[config.mk]
export PLATFORM = sky130hd
export DESIGN_NAME = mem_axi_bridge
export DESIGN_NICKNAME = d
export VERILOG_FILES = /design/src/rtl/mem_axi_bridge.sv
export SDC_FILE = /design/constraint.sdc
export NUM_CORES = 1
export LEC_CHECK = 0
export CAP_MARGIN = 20
export CORE_ASPECT_RATIO = 0.7
export CORE_MARGIN = 5
export CORE_UTILIZATION = 38
export CTS_CLUSTER_SIZE = 20
export DETAILED_ROUTE_END_ITERATION = 12
export HOLD_SLACK_MARGIN = 0.1
export PLACE_DENSITY = 0.91
export REMOVE_ABC_BUFFERS = 1
export SYNTH_ARGS = -nofsm -noshare
export SYNTH_HDL_FRONTEND = slang
export SYNTH_SLANG_ARGS = --single-unit
[constraint.sdc]
create_clock -name clk -period 1.45 [get_ports clk]
set_input_delay 0.29 -clock clk [delete_from_list [all_inputs] [get_ports clk]]
set_output_delay 0.29 -clock clk [all_outputs]
set_load 0.1 [all_outputs]
[src/rtl/mem_axi_bridge.sv]
// mem_axi_bridge: turns a single-outstanding memory-stage request pulse into
// one AXI4-Lite master transaction and returns a one-cycle completion pulse.
// Every output is a register, so no AXI input reaches an output combinationally.
module mem_axi_bridge #(
  parameter logic [2:0] PROT = 3'b000
) (
  input  logic        clk,
  input  logic        rstn,
  input  logic        request_enable,
  input  logic        mode,
  input  logic [31:0] addr,
  input  logic [31:0] wdata,
  input  logic [3:0]  wstrb,
  output logic        response_enable,
  output logic [31:0] data,
  output logic        bus_error,
  output logic        busy,
  output logic [31:0] m_axi_awaddr,
  output logic [2:0]  m_axi_awprot,
  output logic        m_axi_awvalid,
  input  logic        m_axi_awready,
  output logic [31:0] m_axi_wdata,
  output logic [3:0]  m_axi_wstrb,
  output logic        m_axi_wvalid,
  input  logic        m_axi_wready,
  input  logic [1:0]  m_axi_bresp,
  input  logic        m_axi_bvalid,
  output logic        m_axi_bready,
  output logic [31:0] m_axi_araddr,
  output logic [2:0]  m_axi_arprot,
  output logic        m_axi_arvalid,
  input  logic        m_axi_arready,
  input  logic [31:0] m_axi_rdata,
  input  logic [1:0]  m_axi_rresp,
  input  logic        m_axi_rvalid,
  output logic        m_axi_rready
);

  localparam logic [2:0] IDLE        = 3'd0;
  localparam logic [2:0] W_ADDR_DATA = 3'd1;
  localparam logic [2:0] W_RESP      = 3'd2;
  localparam logic [2:0] R_ADDR      = 3'd3;
  localparam logic [2:0] R_DATA      = 3'd4;
  localparam logic [2:0] DONE        = 3'd5;

  logic [2:0] state;

  // Each write channel is finished once its valid is low or is handshaking now.
  logic aw_done, w_done;
  assign aw_done = !m_axi_awvalid || m_axi_awready;
  assign w_done  = !m_axi_wvalid  || m_axi_wready;

  // Transaction sequencer; the payload registers double as the request latch.
  always_ff @(posedge clk) begin
    if (!rstn) begin
      state           <= IDLE;
      response_enable <= 1'b0;
      data            <= '0;
      bus_error       <= 1'b0;
      busy            <= 1'b0;
      m_axi_awaddr    <= '0;
      m_axi_awprot    <= '0;
      m_axi_awvalid   <= 1'b0;
      m_axi_wdata     <= '0;
      m_axi_wstrb     <= '0;
      m_axi_wvalid    <= 1'b0;
      m_axi_bready    <= 1'b0;
      m_axi_araddr    <= '0;
      m_axi_arprot    <= '0;
      m_axi_arvalid   <= 1'b0;
      m_axi_rready    <= 1'b0;
    end else begin
      response_enable <= 1'b0;
      bus_error       <= 1'b0;
      case (state)
        IDLE: begin
          if (request_enable) begin
            busy         <= 1'b1;
            m_axi_awaddr <= addr;
            m_axi_araddr <= addr;
            m_axi_wdata  <= wdata;
            m_axi_wstrb  <= wstrb;
            m_axi_awprot <= PROT;
            m_axi_arprot <= PROT;
            if (mode) begin
              m_axi_awvalid <= 1'b1;
              m_axi_wvalid  <= 1'b1;
              state         <= W_ADDR_DATA;
            end else begin
              m_axi_arvalid <= 1'b1;
              state         <= R_ADDR;
            end
          end
        end
        W_ADDR_DATA: begin
          if (m_axi_awready) m_axi_awvalid <= 1'b0;
          if (m_axi_wready)  m_axi_wvalid  <= 1'b0;
          if (aw_done && w_done) begin
            m_axi_bready <= 1'b1;
            state        <= W_RESP;
          end
        end
        W_RESP: begin
          if (m_axi_bvalid) begin
            bus_error       <= |m_axi_bresp;
            m_axi_bready    <= 1'b0;
            response_enable <= 1'b1;
            state           <= DONE;
          end
        end
        R_ADDR: begin
          if (m_axi_arready) begin
            m_axi_arvalid <= 1'b0;
            m_axi_rready  <= 1'b1;
            state         <= R_DATA;
          end
        end
        R_DATA: begin
          if (m_axi_rvalid) begin
            data            <= m_axi_rdata;
            bus_error       <= |m_axi_rresp;
            m_axi_rready    <= 1'b0;
            response_enable <= 1'b1;
            state           <= DONE;
          end
        end
        DONE: begin
          busy  <= 1'b0;
          state <= IDLE;
        end
        default: state <= IDLE;
      endcase
    end
  end

endmodule
Word level (Yosys, flattened, before mapping)
Cells that the tools add are included.
Widths: inputs -> output; s select.
{"block": "classes", "reduce_logical": 22, "n_eq_ne": 14, "muxes": 31}
{"operator": "$ne 2x2->1 const B", "n": 9}
{"operator": "$mux 1", "n": 16}
{"operator": "$pmux 1 s2", "n": 8}
{"operator": "$mux 3", "n": 5}
{"operator": "$pmux 3 s5", "n": 1}
{"operator": "$reduce_and 4->1", "n": 3}
{"operator": "$reduce_bool 2->1", "n": 5}
{"operator": "$eq 3x2->1 const B", "n": 2}
{"operator": "$eq 3x3->1 const B", "n": 2}
{"operator": "$reduce_and 2->1", "n": 3}
{"operator": "$reduce_and 3->1", "n": 2}
{"operator": "$reduce_and 5->1", "n": 1}
{"operator": "$reduce_or 2->1", "n": 2}
{"operator": "$eq 3x1->1 const B", "n": 1}
{"operator": "$logic_not 3->1", "n": 1}
{"operator": "$logic_not 1->1", "n": 2}
{"operator": "$logic_or 1x1->1", "n": 2}
{"operator": "$mux 2", "n": 1}
{"operator": "$logic_and 1x1->1", "n": 1}
{"block": "word_totals", "input_bits": 113, "word_cells": 80, "regBits": 111, "output_inout_bits": 146}

Longest topological paths before layout
{"block": "depth", "depth_word": 5, "ltp_mapped": 7, "depth_no_buf": 4}

Worst setup path after synthesis
OpenSTA, ideal clock, no wires.
{"block": "synth_path", "path_kind": "register to output", "from": "reg m_axi_araddr[0] (netlist name)", "to": "out m_axi_awaddr[0]", "setup_slack_ns": -0.213, "path_stages_with_launch": 2, "n_path_buf": 1, "required_time_ns": 1.160, "arrival_time_ns": 1.373, "path_cell_list": "dfxtp_1 buf_4"}
{"element": "to (decl)", "line": "18", "rtl": "output logic [31:0] m_axi_awaddr,"}

Worst setup path in the final report
{"block": "layout_path", "from": "in request_enable", "to": "reg m_axi_wdata[3]"}
{"block": "layout_between", "elab_chain_len": 1}
{"element": "from (decl)", "line": "9", "rtl": "input logic request_enable,"}
{"element": "$reduce_and 2->1 (no line)"}
{"element": "to (signal assigned)", "line": "81", "rtl": "m_axi_wdata <= wdata;"}
{"element": "to (decl)", "line": "22", "rtl": "output logic [31:0] m_axi_wdata,"}
No other way between the ends.
A chain may end at the register's enable or synchronous reset.

==> results.sh <==
export IMPL_cp_arrival_ps=1690
export IMPL_ys_types=31
export IMPL_fill_cells=734
export IMPL_wl_per_cell_um=18.3
export IMPL_clock_root_buffer="clkbuf_16"
export IMPL_gr_total_overflow=0
export IMPL_initial_utilization_pct=38.8
export IMPL_grt_util_all_layers_pct=22.0
export IMPL_crit_family="buffers and inverters"
export IMPL_clock_sinks=111
export IMPL_fmax_ghz=0.706
export IMPL_routed_top_layer="met4"
export IMPL_synth_simple_gate_area_share_pct=19.9
export IMPL_drtAntennaViolNets=0
export IMPL_viasPerCell=4.86
export IMPL_peakVddDrop_v=0.000651
export IMPL_cp_start_kind="input pin"
export IMPL_ys_ff_latch=111
export IMPL_met2_length_mm=8.44
export IMPL_status="complete, no violations"
export IMPL_crit_type="input pin to register"
export IMPL_clk_path_buf_depth=2
export IMPL_cap_violations=0
export IMPL_reg2regPathDepth=6
export IMPL_critPathMaxStageDelay_ps=530
export IMPL_die_h_um=101
export IMPL_clk_insertion_delay_late_ps=350
export IMPL_first_pass_iters=6
export IMPL_clkTransAtPathRegs_ps=80
export IMPL_required_ps=1720
export IMPL_leakagePower_nw=3.37
export IMPL_routabilityCongestion=0.778
export IMPL_final_cell_mix="nand2_1, buf_12, clkdlybuf4s50_1"
export IMPL_synth_cells=541
export IMPL_hold_depth=3
export IMPL_die_width_um=140
export IMPL_period_needed_ps=1420
export IMPL_path_max_fanout=35
export IMPL_crit_buf_inv=3
export IMPL_drive_above_1_share_pct=24.2
export IMPL_fp_coreArea_sq_um=11700
export IMPL_layout_nets=868
export IMPL_rows=33
export IMPL_synth_top_family_by_area="compound AO/OA/AOI/OAI gates"
export IMPL_worst_path_stages=7
export IMPL_drt_total_wl_mm=16.8
export IMPL_avgSynthCellArea_sq_um=8.37
export IMPL_post_dp_hpwl_mm=13.0
export IMPL_p_total_mw=11.2
export IMPL_hold_viol=0
export IMPL_route_detailed_drc=0
export IMPL_powerDensity_nw_per_um2=1270
export IMPL_maxSlewViolCount=0
export IMPL_grt_pass1_vias=4562
export IMPL_ys_seq_area_share_pct=49.1
export IMPL_rsz0062_at_grt="yes"
export IMPL_cp_slowest_cell="clkdlybuf4s50_1"
export IMPL_drt_met1_wl_mm=6.45
export IMPL_yosysWarnings=0
export IMPL_setup_viol=0
export IMPL_port_buffers=252
export IMPL_num_io_pins=259
export IMPL_synth_cell_area_sq_um=4530
export IMPL_drt_initial_drc_count=172
export IMPL_hp_class="input pin to register"
export IMPL_synth_compound_area_share_pct=20.0
export IMPL_wl_met3_mm=1.45
export IMPL_timing_final_crit_share_pct=97.7
export IMPL_vias=4462
export IMPL_fin_worst_skew_ps=11.6
export IMPL_grt_pass1_wl_mm=24.7
export IMPL_htreeDepth=3
export IMPL_synth_xor_xnor_area_share_pct=0
export IMPL_numCtsBuffers=9
export IMPL_antenna_found_initial=1
export IMPL_synthAdderAreaFrac_pct=0
export IMPL_dp_cells=897
export IMPL_final_common_cell="nand2_1"
export IMPL_fin_hold_ws_ps=280
export IMPL_synthMuxAreaShare_pct=0.221
export IMPL_grt_max_degree=71
export IMPL_cts_tree="built"
export IMPL_path_cells="clkdlybuf4s50_1, nand2b_4, nor3_4, buf_4, buf_12, nand2_1, a21boi_1"
export IMPL_syn_to_final_growth_pct=93.8
export IMPL_instances_no_fill=918
export IMPL_critPathCaptureType="register"
export IMPL_dieArea_sq_um=14200
-- tightest hold or removal path, cell delays in order --
cell and delay [ps]:
buf_2 130, o211ai_1 100, a221oi_1 60
-- state kept, by name, summed over array words and instances, names as in the netlist --
name	flops
m_axi_araddr	32
bus_error	1
busy	1
data	32
m_axi_arvalid	1
m_axi_bready	1
m_axi_awvalid	1
m_axi_wstrb	4
m_axi_wdata	32
m_axi_wvalid	1
m_axi_rready	1
response_enable	1
state	3
-- worst paths after layout --
kind	end	slack, ps	from
worst max-delay path	m_axi_wdata[3]$_SDFFE_PN0P_	30	request_enable
worst min-delay path	bus_error$_SDFF_PN0_	280	rstn
worst max register to register	m_axi_wdata[3]$_SDFFE_PN0P_	90	state[1]$_SDFFE_PN0P_
worst min register to register	m_axi_wdata[16]$_SDFFE_PN0P_	490	m_axi_wdata[16]$_SDFFE_PN0P_
-- final cells by class --
type                            count  area, sq um  share of cell area, %
Timing Repair Buffer              272         4180                   47.6
Tap cell                          157          196                   2.24
Sequential cell                   111         2230                   25.4
Multi-Input combinational cell    357         1850                   21.1
Clock inverter                      7         78.8                  0.898
Inverter                            4         15.0                  0.171
Clock buffer                        9          225                   2.57
Antenna cell                        1         2.50                 0.0285
-- metal layers --
layer,vias to the layer above,global-route usage [%]
met2,188,39.9
met3,29,8.54
met5,-,0
li1,2126,-
met1,2119,23.6
met4,0,8.04
-- power breakdown --
part / internal [mW] / switching [mW]
clock network: 1.36 / 1.19
registers: 3.29 / 0.348
logic: 1.82 / 3.15
total: 6.48 / 4.69
-- metrics by stage --
stage / cell area [sq um] / setup TNS (ps) / util (%) / worst slack [ps]
after floorplan: 4080 / -133670 / - / -1470
after global routing: 8780 / -324 / 75.1 / -43.3
after global placement: 8410 / -16320 / 71.9 / -183
after CTS: 8710 / 0 / 74.5 / 42.6
final: 8780 / 0 / 75.1 / 33.7
after detailed placement: 8410 / -22890 / 71.9 / -308
-- synth_stat cells (all sizes together) --
cell	instances	area, sq um
o311a	1	10.0
mux2i	1	10.0
o211ai	2	15.0
a211o	1	8.76
nor2b	1	6.26
a21boi	103	773
o21bai	2	15.0
nand2b	5	38.8
inv	4	15.0
o22ai	1	6.26
clkbuf	14	52.6
o31ai	1	7.51
a221oi	1	8.76
nand2	208	781
and3	1	6.26
nor3b	3	22.5
o2111ai	1	8.76
a31oi	1	6.26
nor2	7	28.8
o21ai	3	15.0
conb	1	3.75
buf	60	420
a21oi	6	30.0
dfxtp	111	2220
nand3b	1	7.51
nor3	1	10.0
-- cells by family (layout without fill, tap and decap cells) --
| family | Yosys count | count (layout) |
|---|---|---|
| AOI/OAI and AO/OA | 123 | 123 |
| buffers and inverters | 78 | 292 |
| DFF | 111 | 111 |
| muxes | 1 | 1 |
| other | 1 | 7 |
| and+or+nand+nor | 227 | 227 |
-- timing repair --
item	in CTS	in global routing
gates resized for setup	0	8
setup buffers	0	2
endpoints found under the setup margin	0	52
hold endpoints to repair	0	0
hold buffers	0	0
(Power assumes the default switching activity.)
==> variant (same settings) <==
Add an input register stage for `mode`, cleared by the reset; this delays it by one clock. The other inputs are not delayed to match.
--- a/src/rtl/mem_axi_bridge.sv
+++ b/src/rtl/mem_axi_bridge.sv
@@ -43,6 +43,16 @@
   localparam logic [2:0] R_DATA      = 3'd4;
   localparam logic [2:0] DONE        = 3'd5;
 
+  logic mode_q;
+
+  always_ff @(posedge clk) begin
+    if (!rstn) begin
+      mode_q <= '0;
+    end else begin
+      mode_q <= mode;
+    end
+  end
+
   logic [2:0] state;
 
   // Each write channel is finished once its valid is low or is handshaking now.
@@ -82,7 +92,7 @@
             m_axi_wstrb  <= wstrb;
             m_axi_awprot <= PROT;
             m_axi_arprot <= PROT;
-            if (mode) begin
+            if (mode_q) begin
               m_axi_awvalid <= 1'b1;
               m_axi_wvalid  <= 1'b1;
               state         <= W_ADDR_DATA;
Behaviour: not the same (a bounded check fails within 4 cycles, from zero or initial values and one cycle with rstn low).
==> variant against the unedited design <==
- sequential cell count grew 1
- worst setup slack worse by 79 ps
- area after synthesis is 5.3% lower
- global-route usage rose by 2.1 points
- power up 16%
- critical path type is now reg2reg
- the run now ends with setup timing left
- largest power group unchanged
- non-clock buffer count rose by 15
- routed wire length is 6.4% higher
- register-to-register slack worse by 140 ps
- final area increased by 3.0%
- die area shrank 4.9%
==> variant: results (changes against the unedited design) <==
INFO  metric synth_top_cells_by_area = dfxtp_1 52%, nand2_1 18%, a21oi_1 12% (was dfxtp_1 49%, nand2_1 17%, a21boi_1 14%)
INFO  metric postPlaceCellArea = 8220 µm² (was 8410 µm²)
INFO  metric criticalPathCategory = reg2reg (was in2reg)
INFO  metric post_dp_hpwl = 12300 µm (was 13000 µm)
INFO  metric dr_total_vias = 4608 (was 4462)
INFO  metric route.final.wire_length = 17800 µm (was 16800 µm)
INFO  metric synth.area.mux_share = 0.233% (was 0.221%)
INFO  metric n_antenna_cell = 0 (was 1)
INFO  metric postLayoutSetupSlackWorst = -45.5 ps (was 33.7 ps)
INFO  metric yosys.cell_types.count = 33 (was 31)
INFO  metric final-setup-viol-count = 9 (was 0)
INFO  metric violations = setup timing
INFO  metric synth_xor_xnor_area_share = 0.204% (was 0%)
INFO  metric outcome = finished with violations (was completed)
INFO  metric worst_clk_skew = 5.31 ps (was 11.6 ps)
INFO  metric yosysSeqAreaShare = 52.3% (was 49.1%)
INFO  metric route.detailed.vias_per_inst = 4.98 (was 4.86)
INFO  metric gp_congestion = 0.845 (was 0.778)
INFO  metric place.port_buffers = 252 (unchanged)
INFO  metric hold_class = reg2reg (was in2reg)
INFO  metric largest_net_degree_at_the_start_of_global_routing = 54 (was 71)
INFO  metric path_max_fanout = 8 (was 35)
INFO  metric post-place-cells = 898 (was 897)
INFO  metric design.final.nets = 882 (was 868)
INFO  metric grt_pass1_wl = 25400 µm (was 24700 µm)
INFO  metric synth_common_cells = 202 x nand2_1, 112 x dfxtp_1, 105 x a21oi_1 (was 208 x nand2_1, 111 x dfxtp_1, 87 x a21boi_1)
INFO  metric hold_path_depth = 2 (was 3)
INFO  metric sw_share = 44.3% (was 42.0%)
INFO  metric holdCritStartpoint = m_axi_rready (was rstn)
INFO  metric synth_area_in_compound_gates = 15.1% (was 20.0%)
INFO  metric antenna_found_initial = 0 (was 1)
INFO  metric drt_first_iter_violations = 217 (was 172)
INFO  metric filler_cell_count = 581 (was 734)
INFO  metric grt_pass1_vias = 4710 (was 4562)
INFO  metric drt_pre_antenna_iters = 5 (was 6)
INFO  metric place_worst_setup_slack = -474 ps (was -308 ps)
INFO  metric globalRouteTotalUtil = 24.1% (was 22.0%)
## variant: worst max-delay path, cell delays in order, from the launching register on
cell and delay, ps:
dfxtp_2 330, nand2b_4 140, buf_6 130, nor3_4 160
buf_6 160, buf_6 130, buf_12 150, nand2_4 50
a21oi_2 160
## variant: cell type report
cell class,instances,area (µm²),share of cell area [%]
timing repair buffer,287,4440,49.1
clock buffer,9,225,2.49
sequential,112,2250,24.9
multi-input combinational,352,1840,20.3
inverter,7,27.5,0.305
tap,153,191,2.12
clock inverter,6,70.1,0.775
## variant: logic make-up after synthesis
kind of cell	count (synthesis)
simple gates	223
compound gates	121
flops	112
buf+inv	82
xor+xnor	1
mux	1
other cells	1
## variant: worst paths after layout
check                      to  slack [ps]
min              m_axi_rready         490
max reg2reg  m_axi_araddr[26]         -50
min reg2reg      m_axi_rready         490
max          m_axi_araddr[26]         -50
## variant: through the flow
stage | power, W | TNS, ps
finish | 0.0130 | -107
detailed placement | 0.00994 | -38860
CTS | 0.0128 | -10.3
floorplan | 0.00728 | -100330
global placement | 0.00983 | -35750
global route | 0.0134 | -758
## variant: power by group through the flow
stage                     registers (W)  logic, W  clock network, W
final                           0.00382   0.00670           0.00247
after floorplan                 0.00649  0.000787                 0
after detailed placement        0.00388   0.00606                 0
after CTS                       0.00381   0.00644           0.00251
after global placement          0.00386   0.00597                 0
after global routing            0.00386   0.00689           0.00265
## variant: layer usage
| layer | share of wire (%) | vias up | global-route usage, % |
|---|---|---|---|
| li1 | - | 2154 | - |
| met4 | 2.3 | 0 | 7.75 |
| met3 | 8.6 | 35 | 8.57 |
| met5 | 0 | - | 0 |
| met2 | 53 | 220 | 44.3 |
| met1 | 36 | 2199 | 25.7 |
## variant: timing repair
item | 4_1_cts | 5_1_grt
pin swaps | 2 | 27
cloned | 4 | 3
buffers inserted | 5 | 1
endpoints found under the setup margin | 70 | 96
resized for setup | 21 | 60
